**config.mk**
```make
export PLATFORM = sky130hd
export DESIGN_NAME = shared_data_mem
export DESIGN_NICKNAME = d
export VERILOG_FILES = /design/src/rtl/shared_data_mem.sv
export SDC_FILE = /design/constraint.sdc
export NUM_CORES = 1
export LEC_CHECK = 0
export BUFFER_PORTS_ARGS = -buffer_cell sky130_fd_sc_hd__buf_4
export CAP_MARGIN = 0
export CORE_MARGIN = 4
export CORE_UTILIZATION = 30
export DETAILED_ROUTE_END_ITERATION = 7
export SLEW_MARGIN = 10
export SYNTH_ARGS = -nofsm -noshare
export SYNTH_HDL_FRONTEND = slang
export SYNTH_SLANG_ARGS = --single-unit
```
**constraint.sdc**
```tcl
create_clock -name clk -period 6.65 [get_ports clk]
set_clock_uncertainty 0.05 [all_clocks]
set_input_delay 0.9975 -clock clk [delete_from_list [all_inputs] [get_ports clk]]
set_output_delay 0.9975 -clock clk [all_outputs]
set_load 0.01 [all_outputs]
```
**src/rtl/shared_data_mem.sv**
```systemverilog
// shared_data_mem: register-based data memory shared by NUM_PORTS cores plus a host port.
//   - Core ports: per-port read strobe (1-cycle latency, data held until the next read on that
//     port), per-port write strobe committing at the end of the cycle it is presented.
//   - Reads are read-before-write: a read sees the contents before this cycle's writes commit.
//   - Same-address core writes in one cycle collide; the winner is the first colliding port
//     scanning round-robin from rr_ptr. Collision cycles bump a saturating counter and record
//     the lowest collided address.
//   - Host port: write strobe (dropped if any core writes the same address that cycle) and a
//     read of host_addr every cycle.
//   - Out-of-range addresses (>= DEPTH) read as 0, ignore writes and never collide.
// Ports:
//   clk, reset                  clock (rising edge), synchronous active-high reset
//   mem_read_en/mem_write_en    per-port strobes, bit p = port p
//   mem_addr/mem_write_data     per-port packed address / write data, port p in slice p
//   mem_read_data               per-port packed registered read data
//   host_we/host_addr/host_wdata host write strobe, address, write data
//   host_rdata                  registered host read data
//   conflict_count              saturating count of collision cycles
//   last_conflict_addr          address of the most recent collision
module shared_data_mem #(
    parameter int unsigned NUM_PORTS  = 2,
    parameter int unsigned DATA_WIDTH = 8,
    parameter int unsigned ADDR_WIDTH = 4,
    parameter int unsigned DEPTH      = 16
) (
    input  logic                            clk,
    input  logic                            reset,
    input  logic [NUM_PORTS-1:0]            mem_read_en,
    input  logic [NUM_PORTS-1:0]            mem_write_en,
    input  logic [NUM_PORTS*ADDR_WIDTH-1:0] mem_addr,
    input  logic [NUM_PORTS*DATA_WIDTH-1:0] mem_write_data,
    output logic [NUM_PORTS*DATA_WIDTH-1:0] mem_read_data,
    input  logic                            host_we,
    input  logic [ADDR_WIDTH-1:0]           host_addr,
    input  logic [DATA_WIDTH-1:0]           host_wdata,
    output logic [DATA_WIDTH-1:0]           host_rdata,
    output logic [7:0]                      conflict_count,
    output logic [ADDR_WIDTH-1:0]           last_conflict_addr
);

    localparam int unsigned PTR_W = (NUM_PORTS > 1) ? $clog2(NUM_PORTS) : 1;

    logic [DATA_WIDTH-1:0] r_mem       [DEPTH];
    logic [DATA_WIDTH-1:0] w_mem_d     [DEPTH];
    logic [DATA_WIDTH-1:0] r_rd_data   [NUM_PORTS];
    logic [ADDR_WIDTH-1:0] w_addr      [NUM_PORTS];
    logic [DATA_WIDTH-1:0] w_wdata     [NUM_PORTS];
    logic [NUM_PORTS-1:0]  w_wr_valid;
    logic [NUM_PORTS-1:0]  w_commit;
    logic [NUM_PORTS-1:0]  w_coll;
    logic                  w_any_coll;
    logic [ADDR_WIDTH-1:0] w_coll_addr;
    logic                  w_host_commit;
    logic [PTR_W-1:0]      r_rr_ptr;
    logic [PTR_W-1:0]      w_rr_next;
    logic [DATA_WIDTH-1:0] r_host_rdata;
    logic [7:0]            r_conflict_count;
    logic [ADDR_WIDTH-1:0] r_last_conflict_addr;

    function automatic logic in_range(input logic [ADDR_WIDTH-1:0] a);
        return 32'(a) < DEPTH;
    endfunction

    // Position of port p in the round-robin scan starting at ptr (0 = highest priority).
    function automatic int unsigned rank(input int unsigned p, input logic [PTR_W-1:0] ptr);
        return (p + NUM_PORTS - 32'(ptr)) % NUM_PORTS;
    endfunction

    function automatic logic [DATA_WIDTH-1:0] rd_word(input logic [ADDR_WIDTH-1:0] a);
        logic [DATA_WIDTH-1:0] v;
        v = '0;
        for (int unsigned i = 0; i < DEPTH; i++) begin
            if (a == ADDR_WIDTH'(i)) v = r_mem[i];
        end
        return v;
    endfunction

    always_comb begin
        w_wr_valid = '0;
        for (int unsigned p = 0; p < NUM_PORTS; p++) begin
            w_addr[p]     = mem_addr[p*ADDR_WIDTH +: ADDR_WIDTH];
            w_wdata[p]    = mem_write_data[p*DATA_WIDTH +: DATA_WIDTH];
            w_wr_valid[p] = mem_write_en[p] && in_range(w_addr[p]);
        end
    end

    // A port loses when another valid writer to the same address sits earlier in the scan.
    always_comb begin
        w_commit    = w_wr_valid;
        w_coll      = '0;
        w_any_coll  = 1'b0;
        w_coll_addr = '0;
        for (int unsigned p = 0; p < NUM_PORTS; p++) begin
            for (int unsigned q = 0; q < NUM_PORTS; q++) begin
                if (q != p && w_wr_valid[p] && w_wr_valid[q] && w_addr[p] == w_addr[q]) begin
                    w_coll[p] = 1'b1;
                    if (rank(q, r_rr_ptr) < rank(p, r_rr_ptr)) w_commit[p] = 1'b0;
                end
            end
        end
        for (int unsigned p = 0; p < NUM_PORTS; p++) begin
            if (w_coll[p] && (!w_any_coll || w_addr[p] < w_coll_addr)) begin
                w_any_coll  = 1'b1;
                w_coll_addr = w_addr[p];
            end
        end
    end

    always_comb begin
        w_host_commit = host_we && in_range(host_addr);
        for (int unsigned p = 0; p < NUM_PORTS; p++) begin
            if (w_wr_valid[p] && w_addr[p] == host_addr) w_host_commit = 1'b0;
        end
    end

    always_comb begin
        for (int unsigned i = 0; i < DEPTH; i++) begin
            w_mem_d[i] = r_mem[i];
            if (w_host_commit && host_addr == ADDR_WIDTH'(i)) w_mem_d[i] = host_wdata;
            for (int unsigned p = 0; p < NUM_PORTS; p++) begin
                if (w_commit[p] && w_addr[p] == ADDR_WIDTH'(i)) w_mem_d[i] = w_wdata[p];
            end
        end
    end

    assign w_rr_next = PTR_W'((32'(r_rr_ptr) + 1) % NUM_PORTS);

    always_ff @(posedge clk) begin
        if (reset) begin
            for (int unsigned i = 0; i < DEPTH; i++) r_mem[i] <= '0;
            for (int unsigned p = 0; p < NUM_PORTS; p++) r_rd_data[p] <= '0;
            r_host_rdata         <= '0;
            r_conflict_count     <= '0;
            r_last_conflict_addr <= '0;
            r_rr_ptr             <= '0;
        end else begin
            for (int unsigned i = 0; i < DEPTH; i++) r_mem[i] <= w_mem_d[i];
            // Reads use r_mem (pre-write contents), giving read-before-write.
            for (int unsigned p = 0; p < NUM_PORTS; p++) begin
                if (mem_read_en[p]) r_rd_data[p] <= rd_word(w_addr[p]);
            end
            r_host_rdata <= rd_word(host_addr);
            if (w_any_coll) begin
                r_rr_ptr             <= w_rr_next;
                r_last_conflict_addr <= w_coll_addr;
                if (r_conflict_count != 8'hFF) r_conflict_count <= r_conflict_count + 8'd1;
            end
        end
    end

    always_comb begin
        mem_read_data = '0;
        for (int unsigned p = 0; p < NUM_PORTS; p++) begin
            mem_read_data[p*DATA_WIDTH +: DATA_WIDTH] = r_rd_data[p];
        end
    end

    assign host_rdata         = r_host_rdata;
    assign conflict_count     = r_conflict_count;
    assign last_conflict_addr = r_last_conflict_addr;

endmodule

```
==> impl_metrics.prom, run 1 <==
# TYPE chip_impl_metric gauge
chip_impl_info{name="status",value="complete, but fails checks"} 1
chip_impl_info{name="failing_checks",value="design-rule violations"} 1
chip_impl_metric{name="p_clk_share",unit="%"} 38.7
chip_impl_metric{name="core.rowCount",unit=""} 75
chip_impl_metric{name="clock_sink_count",unit=""} 165
chip_impl_metric{name="post_cts_buffers",unit=""} 0
chip_impl_metric{name="numCtsBuffers",unit=""} 17
chip_impl_metric{name="grt.total_usage",unit="%"} 27.0
chip_impl_metric{name="initial_utilization",unit="%"} 30.5
chip_impl_metric{name="boundaryPins",unit=""} 79
chip_impl_metric{name="sw_frac_of_total",unit="%"} 34.1
chip_impl_metric{name="post_synthesis_area_per_instance",unit="um^2"} 8.19
chip_impl_metric{name="synth_mux_area_share",unit="%"} 14.3
chip_impl_info{name="timing.critical_path.to_type",value="flop"} 1
chip_impl_metric{name="cts_hold_buf",unit=""} 0
chip_impl_metric{name="synth-seq-area-share",unit="%"} 26.9
chip_impl_metric{name="yosysWarningCount",unit=""} 0
chip_impl_info{name="hold_path.class",value="reg2reg"} 1
chip_impl_metric{name="comb_power_share",unit="%"} 21.6
chip_impl_metric{name="antenna_violating_nets_post_route",unit=""} 0
chip_impl_metric{name="cts.htree.levels",unit=""} 4
chip_impl_metric{name="routed_wirelength",unit="um"} 65500
chip_impl_metric{name="grt_pass1_wl",unit="um"} 92500
chip_impl_metric{name="peak_fanout_along_the_critical_path",unit=""} 48
chip_impl_metric{name="synth.distinct_cells",unit=""} 79
chip_impl_metric{name="report.final.hold_viol_count",unit=""} 0
chip_impl_metric{name="grt_overflow",unit=""} 0
chip_impl_metric{name="synth_compound_gate_area_share",unit="%"} 36.1
chip_impl_metric{name="drc",unit=""} 18
chip_impl_metric{name="peak_supply_drop",unit="mV"} 0.162
chip_impl_metric{name="initial_antenna_violation_count",unit=""} 4
chip_impl_metric{name="timing.setup.tns",unit="ns"} 0
chip_impl_metric{name="drt_iter0_drc",unit=""} 2111
chip_impl_metric{name="crit_required",unit="ns"} 6.96
chip_impl_metric{name="drt_pre_antenna_iters",unit=""} 8
chip_impl_metric{name="worst_slew_margin_rel",unit="%"} 19.7
chip_impl_metric{name="area.growth.synth_to_final",unit="%"} 10.3
chip_impl_metric{name="synth-xor-area-share",unit="%"} 1.29
chip_impl_metric{name="clock_latency",unit="ns"} 0.46
chip_impl_metric{name="ctsLongestPathBuffers",unit=""} 2
chip_impl_info{name="netlist_top_cells_count",value="158 x a21oi_1, 149 x dfxtp_1, 141 x o21ai_0"} 1
chip_impl_metric{name="num-fill-cells",unit=""} 4398
chip_impl_info{name="ys.flop_type",value="dfxtp_1"} 1
chip_impl_metric{name="max_cap_viol_count",unit=""} 0
chip_impl_metric{name="hold_ws",unit="ns"} 0.434
chip_impl_info{name="clock_tree_from_tritoncts",value="yes"} 1
chip_impl_metric{name="p_leak",unit="nW"} 4.90
chip_impl_metric{name="core_area",unit="um^2"} 42100
chip_impl_metric{name="async_reset_ff_share",unit="%"} 0
chip_impl_metric{name="number_of_slew_limit_violations_in_the_final_report",unit=""} 0
chip_impl_metric{name="ys_ff_latch",unit=""} 165
chip_impl_metric{name="worst_ep_arrival_time",unit="ns"} 4.16
chip_impl_metric{name="drive_above_1_share",unit="%"} 14.6
chip_impl_metric{name="synth-edff-count",unit=""} 16
chip_impl_info{name="crit_type",value="in2reg"} 1
chip_impl_metric{name="maximum_number_of_pins_on_one_net_before_global_route_repair",unit=""} 55
chip_impl_metric{name="share_seq_of_total_power",unit="%"} 39.7
chip_impl_metric{name="achievable-frequency",unit="GHz"} 0.260
chip_impl_metric{name="int_power",unit="mW"} 1.84
chip_impl_metric{name="design.die.area",unit="um^2"} 46200
chip_impl_info{name="crit_path_launch_type",value="primary input"} 1
chip_impl_metric{name="place_congestion",unit=""} 1.03
chip_impl_metric{name="detailed_route_wire_length_per_cell",unit="um"} 31.5
chip_impl_metric{name="final.min_clock_period",unit="ns"} 3.85
chip_impl_info{name="synth_area_leader_cell",value="dfxtp_1"} 1
chip_impl_metric{name="post_cts_resized",unit=""} 0
chip_impl_metric{name="tightestPinTransition",unit="ns"} 1.20
chip_impl_metric{name="detailed_place_hpwl",unit="um"} 47300
chip_impl_info{name="synthMostInstantiatedCell",value="a21oi_1"} 1
chip_impl_metric{name="die_height",unit="um"} 215
chip_impl_metric{name="finalCritPeriodShare",unit="%"} 57.9
chip_impl_metric{name="netlist.area_leader.share",unit="%"} 23.2
chip_impl_metric{name="post_synth_inst_count",unit=""} 1570
chip_impl_metric{name="synthSimpleGateAreaFrac",unit="%"} 14.7
chip_impl_metric{name="insertedDiodeCount",unit=""} 0
chip_impl_metric{name="post_synth_fa_ha_maj_area_fraction",unit="%"} 0.389
chip_impl_metric{name="netlist_area",unit="um^2"} 12900
chip_impl_metric{name="p_sw",unit="uW"} 952
chip_impl_info{name="rsz0062_at_grt",value="no"} 1
chip_impl_metric{name="number_of_vias_in_the_routed_layout",unit=""} 14200
chip_impl_metric{name="power_density",unit="nW/um^2"} 197
chip_impl_metric{name="via_count_of_the_first_global_routing_pass",unit=""} 12800
chip_impl_metric{name="finalSetupViolCount",unit=""} 0
chip_impl_info{name="synth.top_cells.by_area",value="dfxtp_1 23%, mux2i_1 8.0%, a21oi_1 6.1%"} 1
chip_impl_metric{name="mappedNetlistNets",unit=""} 1617
chip_impl_metric{name="die_w",unit="um"} 215
chip_impl_info{name="cts.root.buffer_cell",value="clkbuf_16"} 1
chip_impl_metric{name="vias_per_cell",unit=""} 6.82
chip_impl_metric{name="worst_setup_hold_path_clk_slew",unit="ns"} 0.07
chip_impl_metric{name="num-nets-final",unit=""} 1578
chip_impl_info{name="combinational_family_with_the_most_area_after_synthesis",value="compound AO/OA/AOI/OAI gates"} 1
chip_impl_metric{name="port-buffer-count",unit=""} 78
==> cells in the final DEF (no fill, tap or decap), types with 28 or more instances in the layout <==
cell type  Yosys  routed
dfxtp_1      149     149
o21ai_0      141     141
nor2_1       136     136
mux2i_1      103     103
nand3_1       30      30
a21oi_1      158     158
o221ai_1      68      68
inv_1         31      31
nand2_1       85      85
mux2_2        28      28
buf_4         10      94
o2bb2ai_1     66      66
a22o_1        61      61
==> power groups by stage <==
stage	sequential [mW]	clock [mW]	combinational [mW]
6_report	1.11	1.08	0.602
5_1_grt	1.11	1.13	0.623
3_5_place_dp	1.12	0	0.575
3_3_place_gp	1.12	0	0.573
4_1_cts	1.10	1.09	0.577
2_1_floorplan	1.10	0	0.366
==> layout make-up <==
cell class	instances	area, um^2	area share [%]
clock inverter	14	186	1.31
clock buffer	18	429	3.03
sequential	165	3460	24.4
inverter	36	135	0.953
multi-input combinational	1217	8590	60.6
tap	539	674	4.76
timing repair buffer	94	706	4.98
==> state kept, by name, summed over array words and instances (netlist names) <==
| name | cells |
|---|---|
| r_mem | 128 |
| r_rd_data | 16 |
| conflict_count | 8 |
| host_rdata | 8 |
| last_conflict_addr | 4 |
| r_rr_ptr | 1 |
==> metrics by stage <==
stage / util (%) / instance area, um^2 / worst slack [ns] / cells / total power, mW
2_1_floorplan: - / 12900 / 3.34 / 1570 / 1.46
3_3_place_gp: 32.2 / 13600 / 2.55 / 2051 / 1.70
3_5_place_dp: 32.2 / 13600 / 2.49 / 2051 / 1.70
4_1_cts: 33.7 / 14200 / 2.98 / 2083 / 2.77
5_1_grt: 33.7 / 14200 / 2.62 / 2083 / 2.86
6_report: 33.7 / 14200 / 2.80 / 2083 / 2.79
==> worst max-delay path, cell delays in order <==
cell	delay, ns
buf_4	0.26
buf_4	0.59
nand2_1	0.43
nor2_1	0.67
o211ai_2	0.35
nand2_1	0.16
o21ai_1	0.24
o32ai_1	0.40
==> path summary, 6_finish.rpt <==
kind,startpoint,end,slack (ns),depth (start not counted)
max,mem_addr[1],r_mem[1][27],2.80,8
min,last_conflict_addr[3],last_conflict_addr[3],0.43,2
max reg2reg,r_rr_ptr,r_mem[1][27],3.51,5
min reg2reg,last_conflict_addr[3],last_conflict_addr[3],0.43,2
==> layer usage <==
metal  track usage, %  part of all wire (%)  wire, um
met1             36.7                    39     25900
met2             38.0                    40     26200
met3             9.38                    15      9690
met4             12.9                   5.6      3700
met5                0                 0.072        47
==> kinds of logic after synthesis <==
group                      Yosys count
AOI/OAI and AO/OA                  664
and+or+nand+nor                    377
buffers and inverters              188
DFF                                165
muxes                              153
xor gates and xnor gates            19
adders and majority gates            4
Power figures use the tool's default switching activity.
==> inputs of run 2 (changes only) <==
ABC_AREA = 1   (was default)
clock period = 3.2 ns   (was 6.65 ns; I/O delays follow)
==> run 2 against run 1 <==
Compared with the run above: the run now ends clean; global-route usage shrank 2.1 points; via count grew 14%; total power grew 120%; area after synthesis shrank 0.12%; setup slack lost 2.1 ns; largest power group is now the clock network.
==> impl_metrics.prom, run 2 <==
# TYPE chip_impl_metric gauge
chip_impl_metric{name="crit_required",unit="ns"} 3.50
chip_impl_metric{name="power_density",unit="nW/um^2"} 407
chip_impl_metric{name="number_of_slew_limit_violations_in_the_final_report",unit=""} 0
chip_impl_metric{name="cts.htree.levels",unit=""} 4
chip_impl_metric{name="peak_fanout_along_the_critical_path",unit=""} 16
chip_impl_info{name="rr_endpoint",value="r_mem[1][13]"} 1
chip_impl_metric{name="yosysWarningCount",unit=""} 0
chip_impl_metric{name="drc",unit=""} 0
chip_impl_metric{name="total_buffers_and_inverters_traversed_by_the_critical_path",unit=""} 2
chip_impl_metric{name="synth.distinct_cells",unit=""} 37
chip_impl_info{name="hold_path_startpoint",value="mem_addr[1]"} 1
chip_impl_info{name="critPathTopFamily",value="simple AND/OR/NAND/NOR gates"} 1
chip_impl_metric{name="core_area",unit="um^2"} 42100
chip_impl_info{name="clock_tree_from_tritoncts",value="yes"} 1
chip_impl_metric{name="insertedDiodeCount",unit=""} 0
chip_impl_metric{name="ctsLongestPathBuffers",unit=""} 2
chip_impl_metric{name="antenna_violating_nets_post_route",unit=""} 0
chip_impl_metric{name="synth-seq-area-share",unit="%"} 27.0
chip_impl_metric{name="numCtsBuffers",unit=""} 17
chip_impl_metric{name="core.rowCount",unit=""} 75
chip_impl_metric{name="clock_latency",unit="ns"} 0.47
chip_impl_metric{name="initial_utilization",unit="%"} 30.5
chip_impl_metric{name="max_cap_viol_count",unit=""} 0
chip_impl_info{name="synthMostInstantiatedCell",value="nand2_1"} 1
chip_impl_metric{name="boundaryPins",unit=""} 79
chip_impl_metric{name="detailed_route_wire_length_per_cell",unit="um"} 20.6
chip_impl_metric{name="post_synth_inst_count",unit=""} 2312
chip_impl_metric{name="grt_overflow",unit=""} 0
chip_impl_metric{name="critPathMaxStageDelay",unit="ns"} 0.63
chip_impl_metric{name="detailed_place_hpwl",unit="um"} 41800
chip_impl_metric{name="routed_wirelength",unit="um"} 59600
chip_impl_metric{name="finalCritPeriodShare",unit="%"} 78.6
chip_impl_metric{name="finalCoreUtilization",unit="%"} 35.1
chip_impl_metric{name="grt_use_met3",unit="%"} 6.02
chip_impl_info{name="synth.top_cells.by_area",value="dfxtp_1 23%, nand2_1 17%, nor2_1 16%"} 1
chip_impl_metric{name="achievable-frequency",unit="GHz"} 0.398
chip_impl_metric{name="post_cts_resized",unit=""} 0
chip_impl_metric{name="place_congestion",unit=""} 1.02
chip_impl_metric{name="post_synthesis_area_per_instance",unit="um^2"} 5.56
chip_impl_metric{name="vias_per_cell",unit=""} 5.57
chip_impl_metric{name="grt_util_met1",unit="%"} 34.5
chip_impl_info{name="cts.root.buffer_cell",value="clkbuf_16"} 1
chip_impl_metric{name="drive_above_1_share",unit="%"} 9.33
chip_impl_metric{name="report.final.hold_viol_count",unit=""} 0
chip_impl_metric{name="via_count_of_the_first_global_routing_pass",unit=""} 14500
chip_impl_metric{name="netlist_area",unit="um^2"} 12800
chip_impl_metric{name="hold_path_depth",unit=""} 3
chip_impl_info{name="ys.flop_type",value="dfxtp_1"} 1
chip_impl_metric{name="port-buffer-count",unit=""} 78
chip_impl_info{name="cp_slowest_cell",value="nand3_1"} 1
chip_impl_metric{name="r2r_cells",unit=""} 8
chip_impl_info{name="crit_type",value="in2reg"} 1
chip_impl_metric{name="reg2reg_setup_slack",unit="ns"} 0.87
chip_impl_info{name="reg2reg_from",value="r_rr_ptr"} 1
chip_impl_metric{name="initial_antenna_violation_count",unit=""} 0
chip_impl_metric{name="design.die.area",unit="um^2"} 46200
chip_impl_info{name="max_flop_register",value="r_mem"} 1
chip_impl_metric{name="worst_ep_arrival_time",unit="ns"} 2.82
chip_impl_metric{name="post_cts_buffers",unit=""} 0
chip_impl_metric{name="finalSetupViolCount",unit=""} 0
chip_impl_info{name="rsz0062_at_grt",value="no"} 1
chip_impl_metric{name="cts_hold_buf",unit=""} 0
chip_impl_metric{name="die_height",unit="um"} 215
chip_impl_metric{name="async_reset_ff_share",unit="%"} 0
chip_impl_metric{name="ys_ff_latch",unit=""} 165
chip_impl_metric{name="place_inst",unit=""} 2866
chip_impl_metric{name="worst_setup_hold_path_clk_slew",unit="ns"} 0.07
chip_impl_info{name="netlist_top_cells_count",value="580 x nand2_1, 534 x nor2_1, 232 x o21ai_0"} 1
chip_impl_metric{name="finalPower",unit="mW"} 6.02
chip_impl_metric{name="peak_supply_drop",unit="mV"} 0.420
chip_impl_info{name="crit_path_launch_type",value="primary input"} 1
chip_impl_info{name="mostFrequentLayoutCells",value="580 x nand2_1, 534 x nor2_1, 232 x o21ai_0, 161 x inv_1, 156 x a21oi_1"} 1
chip_impl_info{name="hold_path.class",value="in2reg"} 1
chip_impl_metric{name="hold_ws",unit="ns"} 0.275
chip_impl_metric{name="clock_sink_count",unit=""} 165
chip_impl_info{name="mostFrequentLayoutCell",value="nand2_1"} 1
chip_impl_metric{name="worst_slew_margin_rel",unit="%"} 18.5
chip_impl_metric{name="drt_iter0_drc",unit=""} 2303
chip_impl_metric{name="netlist.area_leader.share",unit="%"} 23.2
chip_impl_metric{name="area.growth.synth_to_final",unit="%"} 15.1
chip_impl_metric{name="grt_util_met2",unit="%"} 35.8
chip_impl_metric{name="die_w",unit="um"} 215
chip_impl_metric{name="num-nets-final",unit=""} 2390
chip_impl_metric{name="max_ffs_per_register",unit=""} 128
chip_impl_metric{name="grt.total_usage",unit="%"} 24.9
chip_impl_metric{name="number_of_vias_in_the_routed_layout",unit=""} 16100
chip_impl_info{name="layout_top_registers",value="r_mem: 128 flops, r_rd_data: 16 flops"} 1
chip_impl_info{name="status",value="finished clean"} 1
chip_impl_metric{name="drt_pre_antenna_iters",unit=""} 6
chip_impl_info{name="globalRoute.busiestLayer",value="met2"} 1
chip_impl_metric{name="post_layout_nonfiller_instances",unit=""} 2897
chip_impl_info{name="synth_area_leader_cell",value="dfxtp_1"} 1
chip_impl_metric{name="synth-edff-count",unit=""} 16
chip_impl_metric{name="tightestPinTransition",unit="ns"} 1.21
chip_impl_metric{name="grt_pass1_wl",unit="um"} 88800
chip_impl_metric{name="timing.setup.tns",unit="ns"} 0
chip_impl_metric{name="p_leak",unit="nW"} 6.83
chip_impl_metric{name="final.min_clock_period",unit="ns"} 2.51
chip_impl_info{name="crit_chain",value="buf_4, inv_1, o21ai_0, nor2_1, nand3_1, nand4_1, nand3_1, o21ai_0, nor2_1"} 1
chip_impl_info{name="timing.critical_path.to_type",value="flop"} 1
chip_impl_metric{name="maximum_number_of_pins_on_one_net_before_global_route_repair",unit=""} 138
chip_impl_metric{name="mappedNetlistNets",unit=""} 2356
chip_impl_info{name="min_delay_worst_endpoint",value="last_conflict_addr[1]"} 1
==> run 2: metal layers <==
metal / vias to the layer above / part of all wire, % / routed length (um)
met3: 194 / 13 / 7660
li1: 7581 / - / -
met2: 1036 / 41 / 24300
met4: 0 / 5.4 / 3240
met5: - / 0 / 0
met1: 7338 / 41 / 24300
==> run 2: worst max-delay path by stage <==
stage	startpoint	end	slack, ns	cells past startpoint
floorplan	mem_addr[6]	r_mem[1][12]	0.82	13
global placement	host_addr[0]	r_mem[1][32]	0.35	9
detailed placement	mem_addr[7]	r_mem[1][38]	0.30	12
CTS	mem_addr[7]	r_mem[1][38]	0.78	12
global route	mem_addr[7]	r_mem[1][36]	0.49	12
finish	host_addr[0]	r_mem[1][32]	0.69	9
==> run 2: layout make-up <==
type | instances | area (um^2)
Clock buffer | 23 | 479
Fill cell | 4562 | 27400
Timing Repair Buffer | 150 | 1180
Inverter | 168 | 633
Tap cell | 539 | 674
Multi-Input combinational cell | 1844 | 8140
Clock inverter | 8 | 219
Sequential cell | 165 | 3460
==> run 2: cells by family after synthesis <==
kind of cell               synth area share (%)
adders and majority gates                0.0974
buffers and inverters                      9.68
AOI/OAI and AO/OA                          17.7
and+or+nand+nor                            45.5
DFF                                        27.0
xor gates and xnor gates                  0.136
==> run 2: where the power goes <==
part	internal, mW	switching (mW)
registers	2.20	0.142
logic	0.333	0.780
clock network	1.61	0.953
==> run 2: metrics by stage <==
stage	setup WS, ns	cell area, um^2
4_1_cts	0.779	14800
2_1_floorplan	0.824	12800
3_5_place_dp	0.296	14100
3_3_place_gp	0.348	14100
5_1_grt	0.490	14800
6_report	0.686	14800
==> run 2: worst register-to-register path, cell delays in order, from the launching register on <==
cell and delay, ns:
dfxtp_1 0.40, inv_1 0.09, nand4_2 0.09, buf_4 0.37
nand3_1 0.49, nand3_2 0.42, o21ai_0 0.15, nor2_1 0.12
nor2_1 0.05
